===== src/rtl/display_pkg.sv =====
// Shared display constants and the binary-to-BCD converter state encoding.
//   NUM_DIGITS  : number of packed BCD digits driven to the hex display
//   MAX_DEC     : largest value representable in NUM_DIGITS decimal digits
//   ERR_PATTERN : digit pattern shown when the value does not fit
//   state_t     : converter FSM states
package display_pkg;

  localparam int          NUM_DIGITS  = 8;
  localparam int unsigned MAX_DEC     = 99_999_999;
  localparam logic [31:0] ERR_PATTERN = 32'hFFFF_FFFF;

  typedef enum logic [1:0] {
    ST_IDLE  = 2'd0,
    ST_SHIFT = 2'd1,
    ST_DONE  = 2'd2
  } state_t;

endpackage


===== src/rtl/bcd_digit_adjust.sv =====
// Double-dabble per-digit correction: adds 3 to a BCD digit that is 5 or more,
// so the following left shift carries correctly into the next decimal digit.
//   i_digit : 4-bit BCD digit before correction
//   o_digit : 4-bit corrected digit (no carry out to the neighbouring digit)
module bcd_digit_adjust (
  input  logic [3:0] i_digit,
  output logic [3:0] o_digit
);

  always_comb begin
    o_digit = i_digit;
    if (i_digit >= 4'd5) begin
      o_digit = i_digit + 4'd3;
    end
  end

endmodule


===== src/rtl/bin_to_bcd8.sv =====
// Sequential binary-to-packed-BCD converter (double-dabble) feeding an
// 8-digit hex display. Fixed latency of BIN_W+1 cycles after accept; results
// are held in output registers so the display never sees partial digits.
//   clk_in       : system clock
//   rst_in       : synchronous active-high reset
//   start_in     : convert value_in (accepted only while ready_out=1)
//   value_in     : unsigned binary value, sampled on accept
//   ready_out    : idle, able to accept start_in
//   done_out     : one-cycle pulse when bcd_out/overflow_out update
//   bcd_out      : packed BCD, most significant digit in the MSBs
//   overflow_out : last accepted value exceeded MAX_DEC
module bin_to_bcd8
  import display_pkg::*;
#(
  parameter int BIN_W      = 27,
  parameter int NUM_DIGITS = display_pkg::NUM_DIGITS
) (
  input  logic                    clk_in,
  input  logic                    rst_in,
  input  logic                    start_in,
  input  logic [BIN_W-1:0]        value_in,
  output logic                    ready_out,
  output logic                    done_out,
  output logic [4*NUM_DIGITS-1:0] bcd_out,
  output logic                    overflow_out
);

  localparam int BCD_W = 4 * NUM_DIGITS;
  localparam int CNT_W = $clog2(BIN_W + 1);

  state_t             r_state;
  state_t             w_state_nxt;
  logic [BIN_W-1:0]   r_bin;
  logic [BCD_W-1:0]   r_work;
  logic [BCD_W-1:0]   w_adj;
  logic [CNT_W-1:0]   r_cnt;
  logic               r_ovf_work;
  logic [BCD_W-1:0]   r_bcd;
  logic               r_ovf;
  logic               r_done;
  logic               w_ready;
  logic               w_load;
  logic               w_shift;
  logic               w_finish;
  logic               w_last_shift;

  assign w_last_shift = (r_cnt == CNT_W'(BIN_W - 1));

  // State register
  always_ff @(posedge clk_in) begin
    if (rst_in) begin
      r_state <= ST_IDLE;
    end else begin
      r_state <= w_state_nxt;
    end
  end

  // Next-state logic
  always_comb begin
    w_state_nxt = r_state;
    case (r_state)
      ST_IDLE:  if (start_in)     w_state_nxt = ST_SHIFT;
      ST_SHIFT: if (w_last_shift) w_state_nxt = ST_DONE;
      ST_DONE:                    w_state_nxt = ST_IDLE;
      default:                    w_state_nxt = ST_IDLE;
    endcase
  end

  // Output / control decode
  always_comb begin
    w_ready  = (r_state == ST_IDLE);
    w_load   = w_ready && start_in;
    w_shift  = (r_state == ST_SHIFT);
    w_finish = (r_state == ST_DONE);
  end

  for (genvar g = 0; g < NUM_DIGITS; g++) begin : g_adj
    bcd_digit_adjust u_adj (
      .i_digit (r_work[4*g +: 4]),
      .o_digit (w_adj[4*g +: 4])
    );
  end

  // Datapath: the overflow decision is taken on accept so the shift chain can
  // run unchanged; the error pattern replaces the digits only when published.
  always_ff @(posedge clk_in) begin
    if (rst_in) begin
      r_bin      <= '0;
      r_work     <= '0;
      r_cnt      <= '0;
      r_ovf_work <= 1'b0;
      r_bcd      <= '0;
      r_ovf      <= 1'b0;
      r_done     <= 1'b0;
    end else begin
      r_done <= 1'b0;
      if (w_load) begin
        r_bin      <= value_in;
        r_work     <= '0;
        r_cnt      <= '0;
        r_ovf_work <= (64'(value_in) > 64'(MAX_DEC));
      end
      if (w_shift) begin
        r_work <= {w_adj[BCD_W-2:0], r_bin[BIN_W-1]};
        r_bin  <= r_bin << 1;
        r_cnt  <= r_cnt + 1'b1;
      end
      if (w_finish) begin
        r_bcd  <= r_ovf_work ? BCD_W'(ERR_PATTERN) : r_work;
        r_ovf  <= r_ovf_work;
        r_done <= 1'b1;
      end
    end
  end

  assign ready_out    = w_ready;
  assign done_out     = r_done;
  assign bcd_out      = r_bcd;
  assign overflow_out = r_ovf;

endmodule


===== config.mk =====
export PLATFORM = sky130hd
export DESIGN_NAME = bin_to_bcd8
export DESIGN_NICKNAME = d
export VERILOG_FILES = /design/src/rtl/display_pkg.sv /design/src/rtl/bcd_digit_adjust.sv /design/src/rtl/bin_to_bcd8.sv
export SDC_FILE = /design/constraint.sdc
export NUM_CORES = 1
export LEC_CHECK = 0
export CELL_PAD_IN_SITES_DETAIL_PLACEMENT = 0
export CELL_PAD_IN_SITES_GLOBAL_PLACEMENT = 1
export CORE_MARGIN = 8
export CORE_UTILIZATION = 43
export DETAILED_ROUTE_END_ITERATION = 12
export PLACE_DENSITY_LB_ADDON = 0.15
export SETUP_SLACK_MARGIN = 0.4
export SLEW_MARGIN = 10
export SYNTH_ARGS = -nofsm -noshare
export SYNTH_HDL_FRONTEND = slang
export SYNTH_SLANG_ARGS = --single-unit

===== constraint.sdc =====
create_clock -name clk_in -period 3.3 [get_ports clk_in]
set_input_delay 0.66 -clock clk_in [delete_from_list [all_inputs] [get_ports clk_in]]
set_output_delay 0.66 -clock clk_in [all_outputs]
set_load 0.01 [all_outputs]

**Word-level counts from Yosys, hierarchy flattened**

Cells that the tools add are included.
W data, S select, Z words.

- Input port bits: 30
- Flip-flop bits (word level): 101
- Word-level logic and storage cells: 56

- Muxes and demuxes: 19
- Eq/ne operators: 5
- Magnitude comparators: 9
- Reduce and logical (&&, ||, !) cells: 5
- Add/sub/neg operators: 9

Operators by type and width:

| kind | number |
|---|---|
| $mux W32 | 3 |
| $mux W27 | 2 |
| $ge A4 B3 Y1 const B | 8 |
| $add A4 B2 Y4 const B | 7 |
| $mux W4 | 7 |
| $gt A27 B27 Y1 const B | 1 |
| $mux W5 | 2 |
| $add A5 B1 Y5 const B | 1 |
| $eq A5 B5 Y1 const B | 1 |
| $mux W2 | 2 |
| $pmux W2 S2 | 1 |
| $add A3 B2 Y3 const B | 1 |
| $mux W3 | 1 |
| $eq A2 B1 Y1 const B | 1 |
| $eq A2 B2 Y1 const B | 1 |
| $logic_not A2 Y1 | 1 |
| $ne A2 B1 Y1 const B | 1 |
| $ne A2 B2 Y1 const B | 1 |
| $reduce_and A2 Y1 | 1 |
| $reduce_bool A2 Y1 | 1 |
| $reduce_or A2 Y1 | 1 |
| $logic_and A1 B1 Y1 | 1 |
| $mux W1 | 1 |

**Logic depth before layout (Yosys ltp)**

Gate-level depths: netlist of run 1.

- Word-level depth: 4
- Depth in mapped cells: 6
- Mapped depth without buffers: 6

**Cells and area by module**

Synthesis of run 1 repeated with hierarchy kept, for this count alone.

- Cells, all modules: 527
- Area, all modules: 4568.1 um^2

Modules (own cells, without submodules):

| module | instances | area each (um^2) | cells an instance | sequential area each (um^2) |
|---|---|---|---|---|
| bin_to_bcd8 | 1 | 3757.4 | 399 | 2021.9 |
| bcd_digit_adjust | 8 | 101.3 | 16 | 0.0 |

**Worst setup path before layout of run 1**

OpenSTA, ideal clock, no wires.

- Kind: input -> register
- Start point: input rst_in
- End point: register r_work[13]
- Arrival time: 1523 ps
- Path slack: 1652 ps
- Cell stages on the path: 5
- Buffers on the path: 3
- Data required time: 3175 ps
- Path through: clkbuf_1 nand2b_1 buf_2 buf_2 o22ai_1

RTL lines:

| what | line | source |
|---|---|---|
| start: declaration | bin_to_bcd8.sv:19 | `input logic rst_in,` |
| end signal: assignment | bin_to_bcd8.sv:104 | `r_work <= {w_adj[BCD_W-2:0], r_bin[BIN_W-1]};` |
| end: declaration | bin_to_bcd8.sv:34 | `logic [BCD_W-1:0] r_work;` |

**Worst setup path after layout of run 1**

- Start point: register r_state[1]
- End point: output ready_out

- Longest elaborated chain between the ends: 1

Ends and longest elaborated chain:

| what | line | source |
|---|---|---|
| start: declaration | bin_to_bcd8.sv:31 | `state_t r_state;` |
| start signal: assignment | bin_to_bcd8.sv:54 | `r_state <= w_state_nxt;` |
| $logic_not A2 Y1 | bin_to_bcd8.sv:71 | `w_ready = (r_state == ST_IDLE);` |
| end: declaration | bin_to_bcd8.sv:22 | `output logic ready_out,` |

Every way passes these cells.

==> tab_implementation.tex, run 1 <==
\begin{tabular}{lr}
\hline
Metric & Value \\
\hline
\multicolumn{2}{l}{\textbf{Worst setup path}} \\
Biggest fanout along the worst timing path & 6 \\
Largest incremental delay on the critical path & 0.56 ns \\
Critical path type & register to primary output \\
Cell chain of the critical path & nor2\_1, clkdlybuf4s50\_1 \\
Element type at the critical path start & register \\
Arr. time, crit path & 1.44 ns \\
Cell with the biggest individual delay on the critical path & clkdlybuf4s50\_1 \\
Data required time at the worst endpoint & 2.64 ns \\
Count of cells along the worst register-to-register path & 6 \\
Setup crit end kind & primary output \\
\multicolumn{2}{l}{\textbf{Global routing}} \\
Antenna violations before repair & 0 \\
Pin count of the biggest net entering global routing & 37 \\
Overflow left after global routing & 0 \\
Global-route total usage across every layer & 0.145 \\
Number of global-route vias before repair & roughly 3500 \\
First-pass GRT wire length & 16.0 mm \\
\multicolumn{2}{l}{\textbf{Hold path}} \\
Min-delay worst type & register to register \\
Count of cells along the worst hold path & 2 \\
\multicolumn{2}{l}{\textbf{Placement}} \\
Routability-driven placement congestion ratio & 0.775 \\
Port-buffer cells & 64 \\
Dpl hpwl & 6.86 mm \\
\multicolumn{2}{l}{\textbf{Synth}} \\
FF+latch count, synth & 101 \\
Post-synth net total & 539 \\
Yosys top cell by area & dfxtp\_1 \\
Synthesized area divided by synthesized cell count & 8.73 um2 \\
Sequential-to-total area share from yosys stat & 0.472 \\
Number of flops mapped to enable cells by yosys & 0 \\
Fraction of registers with async set/reset & 0 \\
Count of different cell masters after synthesis & 39 \\
Top\_reg\_cell synth & dfxtp\_1 \\
Number of warnings issued by yosys & 0 \\
Post-Syn Area & 0.00429 mm2 \\
Cells after Synth & roughly 500 \\
Top area cells in the synthesized netlist & dfxtp\_1 47\%, nand2\_1 5.5\%, o21ai\_0 5.4\% \\
Proportion of netlist area held by the largest area contributor & 0.472 \\
\multicolumn{2}{l}{\textbf{Run}} \\
Max-cap violation count & 0 \\
\multicolumn{2}{l}{\textbf{Cells and area}} \\
Most common library cell in the layout ignoring fill and taps & dfxtp\_1 \\
Count of antenna diodes in the layout & 0 \\
Leading cell types in the layout, fill and taps excluded & 101 x dfxtp\_1, 64 x clkdlybuf4s50\_1, 63 x nand2\_1 \\
Ratio of cells with drive above 1 in the final layout & 0.0618 \\
Area grow syn2layout & 22.4\% \\
Final net count & 593 \\
\multicolumn{2}{l}{\textbf{Route}} \\
Detailed-routed wire length on met2 & 4.60 mm \\
Wire length per cell & 14.0 um \\
DRC violation count after routing & 0 \\
Final ANT Viol Nets & 0 \\
WL met1 & 4.40 mm \\
Detailed-route via count & between 3000 and 4000 \\
Detailed-routing iteration count for the pre-antenna-repair pass & 5 \\
Detailed-routed wire length on met3 & about 470 um \\
Overall routed net length & 9.55 mm \\
Number of DRC markers in iteration 0 & 159 \\
Top Metal Used & met4 \\
Via-to-Cell Ratio & 5.24 \\
\multicolumn{2}{l}{\textbf{Floorplanning}} \\
Chip Width & approximately 120 um \\
Placement row count & 36 \\
Chip height & 116 um \\
Initial Utilization & 0.441 \\
Overall die area & 0.0134 mm2 \\
Number of ports placed on the die boundary & 65 \\
Total core area & 0.00973 mm2 \\
\multicolumn{2}{l}{\textbf{CTS}} \\
Number of clock sinks & approximately 100 \\
Cell at the root of the clock tree & clkbuf\_8 \\
Cts hold-fix bufs & 0 \\
Post-CTS sizing & 0 \\
CTS tree & done \\
Total clock buffers created by CTS & 9 \\
Post-CTS setup buffers & 0 \\
CTS clk-pin slew, worst paths & 0.10 ns \\
Clock latency on the worst-skew pair & 0.36 ns \\
Clk buf depth & 2 \\
CTS HTree Levels & 3 \\
\multicolumn{2}{l}{\textbf{Power and ir drop}} \\
Psw & about 570 uW \\
Worst IR drop on VDD & around 0.22 mV \\
Switching power as a share of total power & 0.253 \\
Portion of total power attributed to the clock network & 0.357 \\
Sequential fraction of design power & 0.558 \\
Sum of internal, switching and leakage power & about 2300 uW \\
Leakage power summed over all cells & 0.00185 uW \\
Cell area power density & about 430 mW/mm2 \\
Portion of total power attributed to combinational logic & 0.085 \\
Internal power & approximately 1700 uW \\
\multicolumn{2}{l}{\textbf{STA}} \\
Unrepaired setup endpoints after global routing & false \\
Max\_slew headroom & 0.318 \\
Final-report max-slew violation count & 0 \\
Highest clock rate & $\sim$480 MHz \\
Hold Fails Final Rpt & 0 \\
Final setup violation count & 0 \\
Shortest period the worst path allows & 2.10 ns \\
Worst setup skew after layout & 0.0162 ns \\
Final period util & 0.636 \\
Final sum of negative setup slack & 0 ns \\
Slew of the pin with the lowest slew margin & 1.02 ns \\
\multicolumn{2}{l}{\textbf{Outcome}} \\
Result of the run & complete, no violations \\
\hline
\end{tabular}
Yosys cell counts, drive strengths merged (6+ instances only):
cell	instances
dfxtp	101
nand2	63
nor2	46
o21ai	46
a21oi	42
a22oi	26
clkbuf	19
ha	18
inv	18
buf	12
nand2b	11
mux2i	10
o22ai	9
a22o	8
xnor2	8
o31ai	7
a32o	6
xor2	6
flip-flops by register name (all words and copies together), names as in the netlist:
register      flops
r_ovf_work        1
bcd_out          32
r_state           2
r_cnt             5
overflow_out      1
r_bin            27
r_work           32
done_out          1
metal layers:
| metal | vias up | GRT usage |
|---|---|---|
| met5 | - | 0 |
| met4 | 0 | 0.0449 |
| met3 | 9 | 0.0302 |
| met2 | 79 | 0.255 |
| met1 | 1658 | 0.172 |
| li1 | 1830 | - |
metrics by stage:
stage | instance area, um2 | hold WS [ns] | instances | setup WS, ns | utilization
finish | 5250 | 0.458 | 683 | 1.20 | 0.539
detailed placement | 5040 | 0.441 | 667 | 0.901 | 0.518
global route | 5250 | 0.482 | 683 | 1.13 | 0.539
floorplan | 4290 | 0.425 | 491 | 1.65 | -
global placement | 5040 | 0.434 | 667 | 0.898 | 0.518
CTS | 5250 | 0.463 | 683 | 1.17 | 0.539
kinds of logic after synthesis:
| group | synth area share |
|---|---|
| buffers and inverters | 0.0487 |
| adder cells (fa/ha/maj) | 0.0525 |
| XOR/XNOR | 0.0286 |
| multiplexers | 0.0260 |
| AND/OR/NAND/NOR | 0.153 |
| AO/OA/AOI/OAI | 0.219 |
| flip-flops | 0.472 |
final timing paths:
check                        endpoint                startpoint  slack, ns
max                         ready_out   r_state[1]$_SDFFE_PP0P_       1.20
min          bcd_out[15]$_SDFFE_PP0P_  bcd_out[15]$_SDFFE_PP0P_       0.46
max reg2reg    r_bin[21]$_SDFFE_PP0P_   r_state[0]$_SDFFE_PP0P_       1.39
min reg2reg  bcd_out[15]$_SDFFE_PP0P_  bcd_out[15]$_SDFFE_PP0P_       0.46
cell type report:
| type | instances | area [um2] |
|---|---|---|
| Tap cell | 133 | 166 |
| Inverter | 18 | 67.6 |
| Clock inverter | 7 | 82.6 |
| Clock buffer | 9 | 124 |
| Sequential cell | 101 | 2020 |
| Fill cell | 969 | 4480 |
| Timing Repair Buffer | 74 | 716 |
| Multi-Input combinational cell | 341 | 2070 |
power by group through the flow:
stage / sequential [uW] / combinational (uW) / clock, uW
3_5_place_dp: 1290 / 194 / 0
2_1_floorplan: 1280 / 122 / 0
4_1_cts: 1260 / 194 / 836
5_1_grt: 1270 / 215 / 881
3_3_place_gp: 1290 / 192 / 0
6_report: 1260 / 191 / 807
critical path, delay by kind of cell, from the launching register on:
family	cells	cell delay, ns
flip-flops	1	0.38
buffers and inverters	1	0.56
AND/OR/NAND/NOR	1	0.15
No activity file was read; power rests on OpenSTA's default activity.
==> run 2, diff against run 1 <==
--- a/config.mk
+++ b/config.mk
@@ -8,7 +8,7 @@
 export CELL_PAD_IN_SITES_DETAIL_PLACEMENT = 0
 export CELL_PAD_IN_SITES_GLOBAL_PLACEMENT = 1
 export CORE_MARGIN = 8
-export CORE_UTILIZATION = 43
+export CORE_UTILIZATION = 36
 export DETAILED_ROUTE_END_ITERATION = 12
 export PLACE_DENSITY_LB_ADDON = 0.15
 export SETUP_SLACK_MARGIN = 0.4
==> constraint.sdc (replaced) <==
create_clock -name clk_in -period 1.8 [get_ports clk_in]
set_input_delay 0.36 -clock clk_in [delete_from_list [all_inputs] [get_ports clk_in]]
set_output_delay 0.36 -clock clk_in [all_outputs]
set_load 0.01 [all_outputs]
==> run 2 against run 1 <==
Combinational power increased to 3.2 times the previous value. Core utilization decreased by 1.8 points. Clock power increased by 130%. Final area increased by 17%. Routed wire length increased by 17%. Cell count increased by 7.2%. Worst setup slack got worse by 0.90 ns. Die area increased by 17%. Clock skew decreased by 0.0084 ns. Sequential share of layout area decreased by 5.5 points. Hold slack got worse by 0.011 ns. Global-route usage decreased by 0.56 points. Critical path type is now register to register. Largest cell class unchanged. Largest power group unchanged.
==> tab_implementation.tex, run 2 (same netlist as run 1, synthesis figures left out) <==
\begin{tabular}{lr}
\hline
Metric & Value \\
\hline
\multicolumn{2}{l}{\textbf{Outcome}} \\
Result of the run & complete, no violations \\
\multicolumn{2}{l}{\textbf{Power and ir drop}} \\
Sum of internal, switching and leakage power & 4830 uW (+110\%) \\
Leakage power summed over all cells & 0.00244 uW (+32\%) \\
Cell area power density & 783 mW/mm2 (+82\%) \\
Worst IR drop on VDD & 0.352 mV (+63\%) \\
\multicolumn{2}{l}{\textbf{Worst setup path}} \\
Arr. time, crit path & 1.77 ns (+0.33 ns) \\
Element type at the critical path start & register \\
Data required time at the worst endpoint & 2.07 ns (-0.57 ns) \\
Crit Reg-Reg Startpoint & r\_state[1]\$\_SDFFE\_PP0P\_ \\
Count of cells along the worst register-to-register path & 7 (+1) \\
Setup crit end kind & register \\
R2R Setup Slk & 0.30 ns (-1.09 ns) \\
Biggest fanout along the worst timing path & 7 (+1) \\
Endpoint of the worst-slack reg-to-reg timing path & r\_work[5]\$\_SDFFE\_PP0P\_ \\
Critical path type & register to register \\
\multicolumn{2}{l}{\textbf{Cells and area}} \\
Most common library cell in the layout ignoring fill and taps & dfxtp\_1 \\
Final net count & 628 (+5.9\%) \\
Number of fill cells in the layout & 1120 (+16\%) \\
Count of antenna diodes in the layout & 0 (unchanged) \\
Leading cell types in the layout, fill and taps excluded & 92 x dfxtp\_1, 49 x nand2\_1, 44 x o21ai\_0 \\
Ratio of cells with drive above 1 in the final layout & 0.239 (+0.177) \\
Area grow syn2layout & 43.7\% \\
\multicolumn{2}{l}{\textbf{Placement}} \\
Routability-driven placement congestion ratio & 0.726 (-6.3\%) \\
Port-buffer cells & 64 (unchanged) \\
Dpl hpwl & 7.09 mm (+3.4\%) \\
\multicolumn{2}{l}{\textbf{CTS}} \\
Number of clock sinks & 101 (unchanged) \\
CTS clk-pin slew, worst paths & 0.07 ns (-0.03 ns) \\
CTS HTree Levels & 3 (unchanged) \\
Clock latency on the worst-skew pair & 0.36 ns (about the same) \\
Cell at the root of the clock tree & clkbuf\_16 \\
Total clock buffers created by CTS & 9 (unchanged) \\
CTS tree & done \\
Clk buf depth & 2 (unchanged) \\
\multicolumn{2}{l}{\textbf{STA}} \\
Final period util & 0.831 \\
Final setup violation count & 0 (unchanged) \\
Worst setup skew after layout & 0.00776 ns (-0.00843 ns) \\
Unrepaired setup endpoints after global routing & true \\
Max\_slew headroom & 0.582 (+0.264) \\
Final-report max-slew violation count & 0 (unchanged) \\
Slew of the pin with the lowest slew margin & 0.626 ns (-0.394 ns) \\
Highest clock rate & 668 MHz \\
Shortest period the worst path allows & 1.50 ns \\
Hold Fails Final Rpt & 0 (unchanged) \\
Final sum of negative setup slack & 0 ns (unchanged) \\
\multicolumn{2}{l}{\textbf{Global routing}} \\
Number of global-route vias before repair & 3728 (+7.0\%) \\
Overflow left after global routing & 0 (unchanged) \\
Pin count of the biggest net entering global routing & 34 (-8.1\%) \\
Global-route total usage across every layer & 0.139 (-0.00559) \\
First-pass GRT wire length & 18.1 mm (+13\%) \\
Antenna violations before repair & 0 (unchanged) \\
\multicolumn{2}{l}{\textbf{Hold path}} \\
Startpoint of the worst hold path & bcd\_out[24]\$\_SDFFE\_PP0P\_ \\
Worst Hold Endpoint & bcd\_out[24]\$\_SDFFE\_PP0P\_ \\
Min-delay worst type & register to register \\
Count of cells along the worst hold path & 2 (unchanged) \\
\multicolumn{2}{l}{\textbf{Run}} \\
Max-cap violation count & 0 (unchanged) \\
\multicolumn{2}{l}{\textbf{Route}} \\
Detailed-route via count & 3778 (+5.6\%) \\
Wire length per cell & 15.3 um (+9.2\%) \\
Overall routed net length & 11.2 mm (+17\%) \\
Final ANT Viol Nets & 0 (unchanged) \\
Number of DRC markers in iteration 0 & 250 (+57\%) \\
DRC violation count after routing & 0 (unchanged) \\
Via-to-Cell Ratio & 5.16 (-1.4\%) \\
Detailed-routing iteration count for the pre-antenna-repair pass & 5 (unchanged) \\
\multicolumn{2}{l}{\textbf{Floorplanning}} \\
Placement row count & 40 (+11\%) \\
Overall die area & 0.0157 mm2 (+17\%) \\
Chip height & 125 um (+8.0\%) \\
Initial Utilization & 0.363 (-0.0777) \\
Number of ports placed on the die boundary & 65 (unchanged) \\
Total core area & 0.0118 mm2 (+21\%) \\
Chip Width & 125 um (+8.0\%) \\
\hline
\end{tabular}
run 2: cell count changes in the layout (fill, tap and decap cells not counted), moves of 14 or more:
cell | previous run | this run
a21oi_1 | 42 | 18
a21oi_2 | 0 | 21
buf_6 | 0 | 14
clkdlybuf4s50_1 | 64 | 28
dlygate4sd2_1 | 0 | 34
nand2_1 | 63 | 49
run 2: through the flow:
| step | std cells | hold slack [ns] | setup WS, ns | cell area, um2 | util |
|---|---|---|---|---|---|
| finish | 732 | 0.447 | 0.304 | 6160 | 0.522 |
| global route | 732 | 0.472 | 0.233 | 6160 | 0.522 |
| CTS | 722 | 0.455 | 0.222 | 5710 | 0.484 |
| detailed placement | 693 | 0.443 | -0.148 | 5210 | 0.441 |
| global placement | 693 | 0.434 | -0.0960 | 5210 | 0.441 |
| floorplan | 491 | 0.425 | 0.445 | 4290 | - |
run 2: layer usage:
metal  up-vias  wire length (um)  GRT usage
li1       1908                 -          -
met1      1790              5110      0.163
met2        68              5400      0.232
met3        12               503     0.0459
met4         0               158     0.0523
met5         -                 0          0
run 2: timing repair:
| item | in CTS | in global routing |
|---|---|---|
| cloned | 2 | 3 |
| pin swaps | 5 | 42 |
| setup buffers | 11 | 7 |
| endpoints found under the setup margin | 85 | 89 |
| gates resized for setup | 67 | 89 |
| hold buffers | 0 | 0 |
run 2: layout make-up:
cell class | count | area, um2 | share of cell area
timing repair buffer | 108 | 1160 | 0.188
tap | 147 | 184 | 0.0299
multi-input combinational | 342 | 2440 | 0.395
clock buffer | 9 | 225 | 0.0366
inverter | 18 | 67.6 | 0.0110
sequential | 101 | 2030 | 0.330
clock inverter | 7 | 58.8 | 0.00955
run 2: where the power goes:
group          internal (uW)  leakage, uW  total (uW)  switching [uW]
Combinational            320      0.00149         616             296
Clock                    958     0.000133        1890             929
Sequential              2280     0.000823        2320            40.7
run 2: worst max-delay path: stages (launching register included):
cell and delay (ns):
dfxtp_2 0.33, buf_6 0.11, buf_6 0.10, nor2b_4 0.04, buf_12 0.13, or3_4 0.41
buf_6 0.16, o22ai_2 0.14
run 2: how the worst max path moves through the flow:
stage / from / to / slack, ns
final: r_state[1]$_SDFFE_PP0P_ / r_work[5]$_SDFFE_PP0P_ / 0.30
after global routing: r_state[1]$_SDFFE_PP0P_ / r_work[9]$_SDFFE_PP0P_ / 0.23
after CTS: r_state[1]$_SDFFE_PP0P_ / ready_out / 0.22
after detailed placement: rst_in / r_work[31]$_SDFFE_PP0P_ / -0.15
after global placement: rst_in / r_work[27]$_SDFFE_PP0P_ / -0.1
after floorplan: r_work[9]$_SDFFE_PP0P_ / r_work[10]$_SDFFE_PP0P_ / 0.45
==> run 3, diff against run 2 <==
--- a/config.mk
+++ b/config.mk
@@ -8,7 +8,7 @@
 export CELL_PAD_IN_SITES_DETAIL_PLACEMENT = 0
 export CELL_PAD_IN_SITES_GLOBAL_PLACEMENT = 1
 export CORE_MARGIN = 8
-export CORE_UTILIZATION = 36
+export CORE_UTILIZATION = 40
 export DETAILED_ROUTE_END_ITERATION = 12
 export PLACE_DENSITY_LB_ADDON = 0.15
 export SETUP_SLACK_MARGIN = 0.4
==> constraint.sdc (replaced) <==
create_clock -name clk_in -period 1.42 [get_ports clk_in]
set_input_delay 0.284 -clock clk_in [delete_from_list [all_inputs] [get_ports clk_in]]
set_output_delay 0.284 -clock clk_in [all_outputs]
set_load 0.01 [all_outputs]
==> run 3 against run 2 <==
Routed wire length grew 4.3%. Worst setup slack lost 0.31 ns. Combinational power up 42%. The run now ends with negative setup slack left. Largest cell class unchanged. Global-route usage increased by 1.5 points. Maximum frequency increased by 5.2%.
==> tab_implementation.tex, run 3 (same netlist as run 1, synthesis figures left out) <==
\begin{tabular}{lr}
\hline
Metric & Value \\
\hline
\multicolumn{2}{l}{\textbf{Outcome}} \\
Result of the run & complete, but fails checks \\
Violations in the final reports & negative setup slack \\
\multicolumn{2}{l}{\textbf{STA}} \\
Unrepaired setup endpoints after global routing & true \\
Shortest period the worst path allows & 1.42 ns (-0.0741 ns) \\
Final period util & 1.00 (+0.170) \\
Worst setup skew after layout & 0.0132 ns (+0.00546 ns) \\
Highest clock rate & 703 MHz (+5.2\%) \\
Max\_slew headroom & 0.757 (+0.175) \\
Final-report max-slew violation count & 0 (unchanged) \\
Hold Fails Final Rpt & 0 (unchanged) \\
Setup slack of the critical path after layout & -0.00226 ns (-0.306 ns) \\
Final setup violation count & 1 (+1) \\
Final sum of negative setup slack & -0.00226 ns (-0.00226 ns) \\
Slew of the pin with the lowest slew margin & 0.364 ns (-0.262 ns) \\
\multicolumn{2}{l}{\textbf{Worst setup path}} \\
Crit Reg-Reg Startpoint & r\_state[1]\$\_SDFFE\_PP0P\_ \\
Worst setup endpoint & r\_cnt[3]\$\_SDFFE\_PP0P\_ \\
CP Depth & 7 (unchanged) \\
Cell chain of the critical path & nor3b\_4, buf\_6, nor2\_4, buf\_12, buf\_16, a21oi\_2, a211oi\_1 \\
Arr. time, crit path & 1.66 ns (-0.11 ns) \\
Critical path type & register to register \\
Element type at the critical path start & register \\
Biggest fanout along the worst timing path & 6 (-1) \\
R2R Setup Slk & -0.002 ns (-0.31 ns) \\
Endpoint of the worst-slack reg-to-reg timing path & r\_cnt[3]\$\_SDFFE\_PP0P\_ \\
Largest incremental delay on the critical path & 0.38 ns (-0.03 ns) \\
Count of cells along the worst register-to-register path & 7 (unchanged) \\
Data required time at the worst endpoint & 1.66 ns (-0.41 ns) \\
Cell with the biggest individual delay on the critical path & dfxtp\_4 \\
Setup crit end kind & register \\
Cell family with most CP delay & buffers and inverters \\
Worst path bufs/invs & 3 (-1) \\
Critical path origin & r\_state[1]\$\_SDFFE\_PP0P\_ \\
\multicolumn{2}{l}{\textbf{Route}} \\
Detailed-routing iteration count for the pre-antenna-repair pass & 4 (-1) \\
Final ANT Viol Nets & 0 (unchanged) \\
Via-to-Cell Ratio & 5.19 (+0.49\%) \\
Detailed-route via count & 3864 (+2.3\%) \\
DRC violation count after routing & 0 (unchanged) \\
Number of DRC markers in iteration 0 & 184 (-26\%) \\
Overall routed net length & 11.7 mm (+4.3\%) \\
Wire length per cell & 15.6 um (+2.5\%) \\
\multicolumn{2}{l}{\textbf{Run}} \\
Max-cap violation count & 0 (unchanged) \\
\multicolumn{2}{l}{\textbf{Floorplanning}} \\
Chip height & 120 um (-4.5\%) \\
Total core area & 0.0107 mm2 (-9.8\%) \\
Initial Utilization & 0.402 (+0.0396) \\
Placement row count & 38 (-5.0\%) \\
Overall die area & 0.0143 mm2 (-8.8\%) \\
Number of ports placed on the die boundary & 65 (unchanged) \\
Chip Width & 120 um (-4.5\%) \\
\multicolumn{2}{l}{\textbf{Global routing}} \\
First-pass GRT wire length & 18.6 mm (+2.9\%) \\
Overflow left after global routing & 0 (unchanged) \\
Number of global-route vias before repair & 3932 (+5.5\%) \\
Antenna violations before repair & 0 (unchanged) \\
Global-route total usage across every layer & 0.154 (+0.0148) \\
Pin count of the biggest net entering global routing & 34 (unchanged) \\
\multicolumn{2}{l}{\textbf{Power and ir drop}} \\
Sequential fraction of design power & 0.500 (+0.019) \\
Psw & 1440 uW (+14\%) \\
Internal power & 4440 uW (+25\%) \\
Leakage power summed over all cells & 0.00260 uW (+6.2\%) \\
Switching power as a share of total power & 0.245 (-0.0172) \\
Portion of total power attributed to combinational logic & 0.149 (+0.021) \\
Cell area power density & 853 mW/mm2 (+8.9\%) \\
Sum of internal, switching and leakage power & 5880 uW (+22\%) \\
Portion of total power attributed to the clock network & 0.351 (-0.040) \\
Worst IR drop on VDD & 0.520 mV (+48\%) \\
\multicolumn{2}{l}{\textbf{CTS}} \\
Clock latency on the worst-skew pair & 0.35 ns (about the same) \\
Number of clock sinks & 101 (unchanged) \\
Clk buf depth & 2 (unchanged) \\
CTS clk-pin slew, worst paths & 0.10 ns (+0.03 ns) \\
Total clock buffers created by CTS & 9 (unchanged) \\
CTS HTree Levels & 3 (unchanged) \\
CTS tree & done \\
Cell at the root of the clock tree & clkbuf\_8 \\
\multicolumn{2}{l}{\textbf{Cells and area}} \\
Area grow syn2layout & 60.7\% \\
Most common library cell in the layout ignoring fill and taps & dfxtp\_1 \\
Leading cell types in the layout, fill and taps excluded & 47 x dfxtp\_1, 46 x dfxtp\_2, 46 x buf\_6 \\
Final net count & 648 (+3.2\%) \\
Count of antenna diodes in the layout & 0 (unchanged) \\
Ratio of cells with drive above 1 in the final layout & 0.489 (+0.250) \\
Number of fill cells in the layout & 882 (-21\%) \\
Area of the multi-input gates & 0.00284 mm2 (+16\%) \\
Storage cell area & 0.00211 mm2 (+3.8\%) \\
\multicolumn{2}{l}{\textbf{Hold path}} \\
Min-delay worst type & input port to register \\
\multicolumn{2}{l}{\textbf{Placement}} \\
Dpl hpwl & 7.29 mm (+2.7\%) \\
Pre-CTS worst setup slack & -0.402 ns (-0.254 ns) \\
Routability-driven placement congestion ratio & 0.730 (+0.50\%) \\
Port-buffer cells & 64 (unchanged) \\
\hline
\end{tabular}
-- run 3: cell count changes in the layout (fill, tap and decap cells not counted), sizes merged, moves of 2 or more --
cell,previous run,this run
buf,42,98
dlygate4sd2,34,1
inv,21,18
bufinv,0,2
clkinvlp,2,0
-- run 3: how the worst min path moves through the flow --
stage,end,startpoint,cells past startpoint,slack [ns]
5_1_grt,overflow_out$_SDFFE_PP0P_,rst_in,3,0.42
4_1_cts,r_bin[8]$_SDFFE_PP0P_,r_bin[8]$_SDFFE_PP0P_,2,0.46
6_report,overflow_out$_SDFFE_PP0P_,rst_in,3,0.40
3_3_place_gp,bcd_out[24]$_SDFFE_PP0P_,bcd_out[24]$_SDFFE_PP0P_,2,0.43
3_5_place_dp,bcd_out[21]$_SDFFE_PP0P_,bcd_out[21]$_SDFFE_PP0P_,2,0.44
2_1_floorplan,r_work[0]$_SDFFE_PP0P_,r_bin[26]$_SDFFE_PP0P_,2,0.42
-- run 3: repair_timing --
action / 4_1_cts / 5_1_grt
hold buffers: 0 / 0
buffers inserted: 25 / 4
resized for setup: 290 / 84
gates cloned: 4 / 2
pin swaps: 27 / 38
endpoints found under the setup margin: 136 / 136
-- run 3: power by group through the flow --
stage               clock network (uW)  logic (uW)  registers [uW]
floorplan                            0         302            2980
global placement                     0         541            2990
detailed placement                   0         546            2990
CTS                               2130         750            2920
global route                      2250         928            2950
finish                            2060         874            2940
-- run 3: area by class of cell --
type,count,share of cell area
Multi-Input combinational cell,342,0.412
Sequential cell,101,0.306
Timing Repair Buffer,128,0.209
Tap cell,140,0.0254
Clock buffer,11,0.0220
Inverter,18,0.0127
Clock inverter,5,0.0120
-- run 3: tightest hold or removal path, delay by kind of cell --
kind,cells,cell delay (ns)
buffers and inverters,2,0.38
AND/OR/NAND/NOR,1,0.05
-- run 3: stage by stage --
step                      hold slack, ns  instance area (um2)  cells   util
after floorplan                    0.424                 4630    491      -
after global placement             0.433                 5570    694  0.523
after detailed placement           0.442                 5570    694  0.523
after CTS                          0.462                 6500    739  0.611
after global routing               0.423                 6890    745  0.647
final                              0.401                 6890    745  0.647
-- run 3: layer usage --
metal / share of wire / track usage
met1: 0.44 / 0.185
met2: 0.52 / 0.273
met3: 0.036 / 0.0277
met4: 0.0054 / 0.0468
met5: 0 / 0
